==> config.mk <==
export PLATFORM = sky130hd
export DESIGN_NAME = bw_block_downscale
export DESIGN_NICKNAME = d
export VERILOG_FILES = /design/src/rtl/bw_block_downscale_pkg.sv /design/src/rtl/bw_block_downscale_col_acc_ram.sv /design/src/rtl/bw_block_downscale.sv
export SDC_FILE = /design/constraint.sdc
export NUM_CORES = 1
export LEC_CHECK = 0
export ABC_AREA = 0
export ABC_CLOCK_PERIOD_IN_PS = 9800
export CORE_MARGIN = 5
export CORE_UTILIZATION = 55
export CTS_CLUSTER_DIAMETER = 120
export CTS_CLUSTER_SIZE = 12
export DETAILED_ROUTE_END_ITERATION = 8
export MAX_ROUTING_LAYER = met4
export PLACE_DENSITY = 0.74
export RECOVER_POWER = 25
export SLEW_MARGIN = 20
export SYNTH_ARGS = -nofsm -noshare
export SYNTH_HDL_FRONTEND = slang
export SYNTH_SLANG_ARGS = --single-unit
==> constraint.sdc <==
create_clock -name pclk -period 9.8 [get_ports pclk]
set_input_delay 1.96 -clock pclk [delete_from_list [all_inputs] [get_ports pclk]]
set_output_delay 1.96 -clock pclk [all_outputs]
set_load 0.05 [all_outputs]
==> src/rtl/bw_block_downscale_pkg.sv <==
// Shared constants for the block downscaler and its downstream frame RAM / detector.
package bw_block_downscale_pkg;

    localparam int H_ACTIVE = 640;
    localparam int V_ACTIVE = 480;
    localparam int BLK_LOG2 = 3;

    localparam int BLK      = 1 << BLK_LOG2;
    localparam int BLK_COLS = H_ACTIVE >> BLK_LOG2;
    localparam int BLK_ROWS = V_ACTIVE >> BLK_LOG2;
    localparam int N_BLOCKS = BLK_COLS * BLK_ROWS;
    localparam int HSUM_W   = 4 + BLK_LOG2;
    localparam int SUM_W    = 4 + 2 * BLK_LOG2;
    localparam int ADDR_W   = 13;

    typedef enum logic {
        ST_DISARMED = 1'b0,
        ST_ARMED    = 1'b1
    } arm_state_t;

    // Address width for a table of n entries, never narrower than one bit.
    function automatic int clog2_min1(input int n);
        return (n <= 2) ? 1 : $clog2(n);
    endfunction

endpackage

==> src/rtl/bw_block_downscale_col_acc_ram.sv <==
// Per-block-column partial-sum store: asynchronous read, synchronous write,
// so the top level can read-modify-write one entry in a single cycle.
module bw_block_downscale_col_acc_ram #(
    parameter int DEPTH  = 80,
    parameter int DATA_W = 10,
    parameter int ADDR_W = 7
) (
    input  logic              i_clk,
    input  logic              i_we,
    input  logic [ADDR_W-1:0] i_waddr,
    input  logic [DATA_W-1:0] i_wdata,
    input  logic [ADDR_W-1:0] i_raddr,
    output logic [DATA_W-1:0] o_rdata
);

    logic [DATA_W-1:0] r_mem [DEPTH];

    // Write port; contents need no reset because row 0 of every block overwrites.
    always_ff @(posedge i_clk) begin
        if (i_we) begin
            r_mem[i_waddr] <= i_wdata;
        end
    end

    assign o_rdata = r_mem[i_raddr];

endmodule

==> src/rtl/bw_block_downscale.sv <==
// Averages each BLK x BLK block of the 4-bit pixel stream into one output pixel,
// emitted as a (address, data, valid) write stream for the frame RAM.
//
// state       | meaning
// ST_DISARMED | after reset, waiting for pixel (0,0); all pixels ignored
// ST_ARMED    | processing pixels until the next reset
module bw_block_downscale #(
    parameter int H_ACTIVE = bw_block_downscale_pkg::H_ACTIVE,
    parameter int V_ACTIVE = bw_block_downscale_pkg::V_ACTIVE,
    parameter int BLK_LOG2 = bw_block_downscale_pkg::BLK_LOG2
) (
    input  logic        pclk,
    input  logic        rst,
    input  logic [3:0]  bw_in,
    input  logic        pix_valid,
    input  logic [10:0] hcount_in,
    input  logic [10:0] vcount_in,
    output logic        out_valid,
    output logic [12:0] out_addr,
    output logic [3:0]  out_data,
    output logic        frame_done
);

    import bw_block_downscale_pkg::*;

    localparam int LP_COLS   = H_ACTIVE >> BLK_LOG2;
    localparam int LP_ROWS   = V_ACTIVE >> BLK_LOG2;
    localparam int LP_HSUM_W = 4 + BLK_LOG2;
    localparam int LP_SUM_W  = 4 + 2 * BLK_LOG2;
    localparam int LP_COL_W  = clog2_min1(LP_COLS);
    localparam int LP_ROW_W  = clog2_min1(LP_ROWS);

    localparam logic [10:0]          LP_H_LIM    = 11'(H_ACTIVE);
    localparam logic [10:0]          LP_V_LIM    = 11'(V_ACTIVE);
    localparam logic [BLK_LOG2-1:0]  LP_PH_FIRST = '0;
    localparam logic [BLK_LOG2-1:0]  LP_PH_LAST  = '1;
    localparam logic [LP_COL_W-1:0]  LP_COL_LAST = LP_COL_W'(LP_COLS - 1);
    localparam logic [LP_ROW_W-1:0]  LP_ROW_LAST = LP_ROW_W'(LP_ROWS - 1);

    arm_state_t            r_state;
    logic [LP_HSUM_W-1:0]  r_hacc;
    logic                  r_s1_valid;
    logic [LP_HSUM_W-1:0]  r_s1_hsum;
    logic [LP_COL_W-1:0]   r_s1_col;
    logic [BLK_LOG2-1:0]   r_s1_vph;
    logic [12:0]           r_s1_addr;
    logic                  r_s1_last;
    logic [12:0]           r_addr;
    logic [LP_COL_W-1:0]   r_blk_col;
    logic [LP_ROW_W-1:0]   r_blk_row;

    logic                  w_in_area;
    logic                  w_sof;
    logic                  w_proc;
    logic [BLK_LOG2-1:0]   w_hph;
    logic [BLK_LOG2-1:0]   w_vph;
    logic                  w_blk_end;
    logic                  w_emit_pix;
    logic                  w_last_blk;
    logic [LP_COL_W-1:0]   w_bcol;
    logic [LP_HSUM_W-1:0]  w_hsum_next;
    logic [LP_SUM_W-1:0]   w_rd;
    logic [LP_SUM_W-1:0]   w_total;
    logic [LP_SUM_W-1:0]   w_wr_data;
    logic                  w_we;
    logic                  w_s1_emit;

    assign w_in_area   = pix_valid && (hcount_in < LP_H_LIM) && (vcount_in < LP_V_LIM);
    assign w_sof       = w_in_area && (hcount_in == 11'd0) && (vcount_in == 11'd0);
    assign w_proc      = w_in_area && ((r_state == ST_ARMED) || w_sof);
    assign w_hph       = hcount_in[BLK_LOG2-1:0];
    assign w_vph       = vcount_in[BLK_LOG2-1:0];
    assign w_blk_end   = (w_hph == LP_PH_LAST);
    assign w_emit_pix  = w_blk_end && (w_vph == LP_PH_LAST);
    assign w_last_blk  = (r_blk_col == LP_COL_LAST) && (r_blk_row == LP_ROW_LAST);
    assign w_bcol      = LP_COL_W'(hcount_in >> BLK_LOG2);
    assign w_hsum_next = (w_hph == LP_PH_FIRST) ? LP_HSUM_W'(bw_in)
                                                : r_hacc + LP_HSUM_W'(bw_in);

    // Arming FSM: leave DISARMED only on an accepted (0,0) pixel.
    always_ff @(posedge pclk) begin
        if (rst) begin
            r_state <= ST_DISARMED;
        end else if (w_sof) begin
            r_state <= ST_ARMED;
        end
    end

    // Stage 1: horizontal accumulation, hand off the row sum at the block's last column.
    always_ff @(posedge pclk) begin
        if (rst) begin
            r_hacc     <= '0;
            r_s1_valid <= 1'b0;
            r_s1_hsum  <= '0;
            r_s1_col   <= '0;
            r_s1_vph   <= '0;
            r_s1_addr  <= '0;
            r_s1_last  <= 1'b0;
        end else begin
            r_s1_valid <= w_proc && w_blk_end;
            if (w_proc) begin
                r_hacc <= w_hsum_next;
                if (w_blk_end) begin
                    r_s1_hsum <= w_hsum_next;
                    r_s1_col  <= w_bcol;
                    r_s1_vph  <= w_vph;
                    r_s1_addr <= r_addr;
                    r_s1_last <= w_last_blk;
                end
            end
        end
    end

    // Output address counters; advanced at stage 1 so a following frame start cannot
    // disturb the address of a block still in flight.
    always_ff @(posedge pclk) begin
        if (rst) begin
            r_addr    <= '0;
            r_blk_col <= '0;
            r_blk_row <= '0;
        end else if (w_proc && w_sof) begin
            r_addr    <= '0;
            r_blk_col <= '0;
            r_blk_row <= '0;
        end else if (w_proc && w_emit_pix) begin
            if (w_last_blk) begin
                r_addr    <= '0;
                r_blk_col <= '0;
                r_blk_row <= '0;
            end else begin
                r_addr <= r_addr + 13'd1;
                if (r_blk_col == LP_COL_LAST) begin
                    r_blk_col <= '0;
                    r_blk_row <= r_blk_row + 1'b1;
                end else begin
                    r_blk_col <= r_blk_col + 1'b1;
                end
            end
        end
    end

    assign w_total   = w_rd + LP_SUM_W'(r_s1_hsum);
    assign w_wr_data = (r_s1_vph == LP_PH_FIRST) ? LP_SUM_W'(r_s1_hsum) : w_total;
    assign w_we      = r_s1_valid && !rst && (r_s1_vph != LP_PH_LAST);
    assign w_s1_emit = r_s1_valid && (r_s1_vph == LP_PH_LAST);

    bw_block_downscale_col_acc_ram #(
        .DEPTH  (LP_COLS),
        .DATA_W (LP_SUM_W),
        .ADDR_W (LP_COL_W)
    ) u_col_acc_ram (
        .i_clk   (pclk),
        .i_we    (w_we),
        .i_waddr (r_s1_col),
        .i_wdata (w_wr_data),
        .i_raddr (r_s1_col),
        .o_rdata (w_rd)
    );

    // Stage 2: on the block's last row, emit the truncated average with its address.
    always_ff @(posedge pclk) begin
        if (rst) begin
            out_valid  <= 1'b0;
            out_data   <= '0;
            out_addr   <= '0;
            frame_done <= 1'b0;
        end else begin
            out_valid  <= w_s1_emit;
            frame_done <= w_s1_emit && r_s1_last;
            if (w_s1_emit) begin
                out_data <= 4'(w_total >> (2 * BLK_LOG2));
                out_addr <= r_s1_addr;
            end
        end
    end

endmodule

Yosys cells after proc, flatten, opt, wreduce, memory -nomap -nowiden --
Memories as Yosys holds them, arrays and structs flattened. A register that Yosys moved wholly into a read port is not among the register bits. Cells that the tools add are included.
Word-level totals: bits in registers 85, RAM bits 800, input bits 29, output and inout port bits 19, word-level logic and storage cells 64, memories kept 1
Cells by class: add/sub/neg operators 5, magnitude comparators 2, equality and inequality tests 6, multiplexer cells 11, reductions and logical operators 24
Memory list:
- u_col_acc_ram.r_mem | depth 80, bits a word 10, rd ports 1, clocked after Yosys merged registers in 1, wr ports 1, RTL line bw_block_downscale_col_acc_ram.sv:16 | logic [DATA_W-1:0] r_mem [DEPTH];
Operator list (count):
- 7-bit 2-to-1 mux | 5
- 11-bit logical NOT | 2
- 1-bit logical AND | 14
- 13-bit by 1-bit adder with 13-bit output, second input constant | 1
- 13-bit 2-to-1 mux | 1
- 6-bit 2-to-1 mux | 2
- 11-bit by 10-bit < comparator with 1-bit output, second input constant | 1
- 11-bit by 9-bit < comparator with 1-bit output, second input constant | 1
- 10-bit by 7-bit adder with 10-bit output | 1
- 10-bit 2-to-1 mux | 1
- 3-bit equality test, second input constant | 3
- 7-bit by 1-bit adder with 7-bit output, second input constant | 1
- 7-bit by 4-bit adder with 7-bit output | 1
- 7-bit equality test, second input constant | 1
- 6-bit by 1-bit adder with 6-bit output, second input constant | 1
- 6-bit equality test, second input constant | 1
- 3-bit logical NOT | 2
- 2-bit AND reduction | 2
- 3-bit != test, second input constant | 1
- 1-bit 2-to-1 mux | 2
- 2-bit nonzero test | 1
- 2-bit OR reduction | 1
- 1-bit logical NOT | 1
- 1-bit logical OR | 1

Logic depth before layout (Yosys ltp) --
depth in word-level cells 10, gate-level depth with buffers 19, depth with buffers taken out 15

Hierarchy --
Synthesis repeated with hierarchy kept, for this count alone.
Second synthesis, totals: cells, all modules 1901, area, all modules 35412.7 µm²
Modules (own cells, without submodules):
- bw_block_downscale_col_acc_ram | times used 1, cells an instance 1344, area each 30767.0 µm², seq. area each 24023.0 µm²
- bw_block_downscale | times used 1, cells an instance 557, area each 4645.7 µm², seq. area each 1701.6 µm²

Least setup slack after synthesis --
OpenSTA, ideal clock, no wires.
path type reg-to-reg, start point register (tool-made name), end point memory u_col_acc_ram.r_mem[0][4], data pin, setup time 0.846 ns, arrival time 6.692 ns, required time 8.954 ns, setup slack 2.263 ns, stages on the path, launching flop included 16, path buffers 3, period minus slack after synthesis 7.537 ns, cells stage by stage dfxtp_1 > buf_4 > buf_2 > clkbuf_1 > mux4_2 > mux4_2 > mux4_2 > nand2_1 > nand2_1 > ha_1 > inv_1 > fa_1 > nor2b_1 > o21ai_0 > a21boi_0 > o31ai_1
RTL lines (RTL line):
- end, declared | bw_block_downscale_col_acc_ram.sv:16

==> results_dict.tcl <==
set metrics [dict create \
    outcome "finished, violations left" \
    violations "max-capacitance violations, max-slew violations" \
    async_flop_share_pct 0 \
    netlist.area_leader.share_pct 68.5 \
    antenna_found_initial 4 \
    crit_top_cell "mux4_2" \
    detailed_place_hpwl_um 48100 \
    cp_slowest_stage_delay_ns 0.98 \
    ant_nets 0 \
    h-tree-depth 3 \
    cts_buffers 84 \
    cp_num_buf_inv 3 \
    top_usage_layer "met2" \
    rrSetupSlack_ns 3.17 \
    grt_util_met2_pct 36.9 \
    insertion_delay_ns 0.64 \
    cts_tree "done" \
    grtUsageTotal_pct 24.1 \
    path_cells "buf_4 -> mux4_2 -> mux4_2 -> mux4_2 -> nand2_1 -> nand2_1 -> ha_1 -> inv_1 -> fa_1 -> nor2b_1 -> o21ai_0 -> a21boi_0 -> o21a_1 -> o21ai_0 -> nand3_1 -> nand2_2 -> buf_4" \
    cp_max_fo 48 \
    synth_area_sq_um 35000 \
    fin_nets 1970 \
    globalplace.congestion 0.940 \
    fillers 4360 \
    grt_pass1_vias 17918 \
    met3_usage_pct 6.02 \
    core_area_sq_um 63100 \
    synth_cell_types 56 \
    worst_pin_slew_ns 2.71 \
    slew_headroom_pct -81.0 \
    dieHeight_um 262 \
    ioPinCount 48 \
    grt_use_met1_pct 33.1 \
    die_w_um 262 \
    initial_utilization_pct 55.6 \
    ys_seq_area_share_pct 73.8 \
    syn-num-nets 1874 \
    die_area_sq_um 68900 \
    worst_path_max_delay_cell "dfxtp_4" \
    hold_buffers 0 \
    setup_tns_ns 0 \
    postPlaceCellArea_sq_um 36700 \
    power_mw 7.03 \
    port_buffers 47 \
    wl_per_cell_um 28.9 \
    ys_seq_elements 892 \
    synth_edf_count 800 \
    yosys_warnings 0 \
    drc_errors 0 \
    via_count 17789 \
    power_density_nw_per_um2 180 \
    yosys.area.top_type "edfxtp_1" \
    p_leak_nw 12.1 \
    final-max-slew-violation-count 63 \
    fmax_ghz 0.151 \
    synthCells 1829 \
    cp-start-kind "register" \
    grt-ovfl-total 0 \
    synthFlopType "edfxtp_1" \
    finalSetupViolCount 0 \
    hold_viol 0 \
    finalCritPeriodShare_pct 67.6 \
    drv_cap 1 \
    grt_max_degree 114 \
    worstPathArrival_ns 6.98 \
    irDropWorstVdd_v 0.000123 \
    drt_pass1_iterations 7 \
    wirelength_um 80800 \
    rsz0062_at_grt "no" \
    cts.sinks 892 \
    syn_area_per_cell_sq_um 19.2 \
    drt-initial-drc-count 2128 \
    cp.required_ns 10.15 \
    syn2layout_area_growth_pct 11.2 \
    min_period_ns 6.63 \
    cts_resized 0 \
    clk_path_buf_depth 3 \
    drive_gt1_share_pct 21.1 \
    holdCritPathClass "reg2reg" \
    cts_root_buf "clkbuf_16" \
    clk_pin_slew_ns 0.06 \
    fin_area_sq_um 39000 \
    critical_path.top_delay_family "multiplexers" \
    path_class "reg2reg" \
    cp-end-kind "register" \
    vias_per_cell 6.35 \
    skew_ns 0.0278 \
    synthTopCellsByArea "edfxtp_1, mux4_2, dfxtp_1" \
    row_count 92 \
    grt_pass1_wl_um 120000 \
    post_cts_buffers 0 \
]
## placed cells by master, fill, tap and decap left out, types with 16 or more instances in the layout
master and n:
a21oi_1 57, inv_1 17, nor2_1 114, buf_4 33
mux2i_1 31, dlygate4sd3_1 20, xnor2_1 16, dfxtp_1 88
clkbuf_1 35, nand2_1 145, clkbuf_16 88, clkdlybuf4s50_1 26
nand3_1 19, nor2_2 22, edfxtp_1 800, mux4_2 237
## cell usage after synthesis (12+ instances only)
cell type / count
clkbuf_1: 31
buf_2: 17
nand2_1: 147
nor3_1: 16
nor2b_1: 15
mux2i_1: 31
dfxtp_1: 92
edfxtp_1: 800
buf_4: 23
mux4_2: 237
xor2_1: 12
xnor2_1: 16
o21ai_0: 13
ha_1: 14
nand4_1: 13
nor2_1: 137
a21oi_1: 63
nand3_1: 19
inv_1: 17
## state kept, by name (all words and copies together), names as in the netlist, 3 cells and up, named ones only
name,count
out_addr,13
out_data,4
r_addr,13
r_blk_col,7
r_blk_row,6
r_hacc,7
r_s1_addr,13
r_s1_col,7
r_s1_hsum,7
r_s1_vph,3
u_col_acc_ram.r_mem,800
## metrics by stage
step	utilization [%]	hold slack [ns]	std cells	setup WS, ns
after floorplan	-	0.430	1829	2.26
after global placement	58.1	0.442	2685	3.27
after detailed placement	58.2	0.452	2685	3.14
after CTS	61.9	0.458	2800	3.10
after global routing	61.8	0.485	2802	2.64
final	61.8	0.459	2802	3.17
## kinds of logic after synthesis
group | after synthesis | synth area share (%)
flops | 892 | 73.8
simple gates | 386 | 4.78
mux | 272 | 16.2
compound gates | 131 | 2.34
buf+inv | 104 | 1.53
xor+xnor | 28 | 0.700
fa+ha+maj | 16 | 0.614
## tightest hold or removal path, stage by stage, from the launching register on
cell and delay, ns:
dfxtp_1 0.31, nand2_1 0.06, a21oi_1 0.05
## worst paths after layout
path                                           startpoint  cells past startpoint                                    to
worst max-delay path                             register                     17  u_col_acc_ram.r_mem[38][6]$_DFFE_PP_
worst min-delay path            r_s1_addr[0]$_SDFFE_PP0P_                      2              out_addr[0]$_SDFFE_PP0P_
worst max register to register                   register                     17  u_col_acc_ram.r_mem[38][6]$_DFFE_PP_
worst min register to register  r_s1_addr[0]$_SDFFE_PP0P_                      2              out_addr[0]$_SDFFE_PP0P_
## area by class of cell
cell class / count / area, sq um / area share, %
flip-flops and latches: 892 / 25900 / 66.4
multi-input cells: 833 / 8810 / 22.6
clock buffers: 111 / 2290 / 5.87
well taps: 846 / 1060 / 2.72
repair buffers: 95 / 818 / 2.10
inverters: 19 / 71.3 / 0.183
clock inverters: 4 / 57.6 / 0.148
diodes: 2 / 5.00 / 0.0128
## routing by layer
layer	share of wire, %	wire (um)	vias up
met5	0	0	-
met4	2.7	2200	0
met3	9.5	7670	145
met2	48	39200	881
met1	39	31800	9254
li1	-	-	7509
## power breakdown
part	total, mW	internal [mW]	switching (mW)
sequential	4.08	4.08	0.000000000137
clock	2.93	1.62	1.31
combinational	0.0253	0.0123	0.0130
No activity file was read; power rests on OpenSTA's default activity.
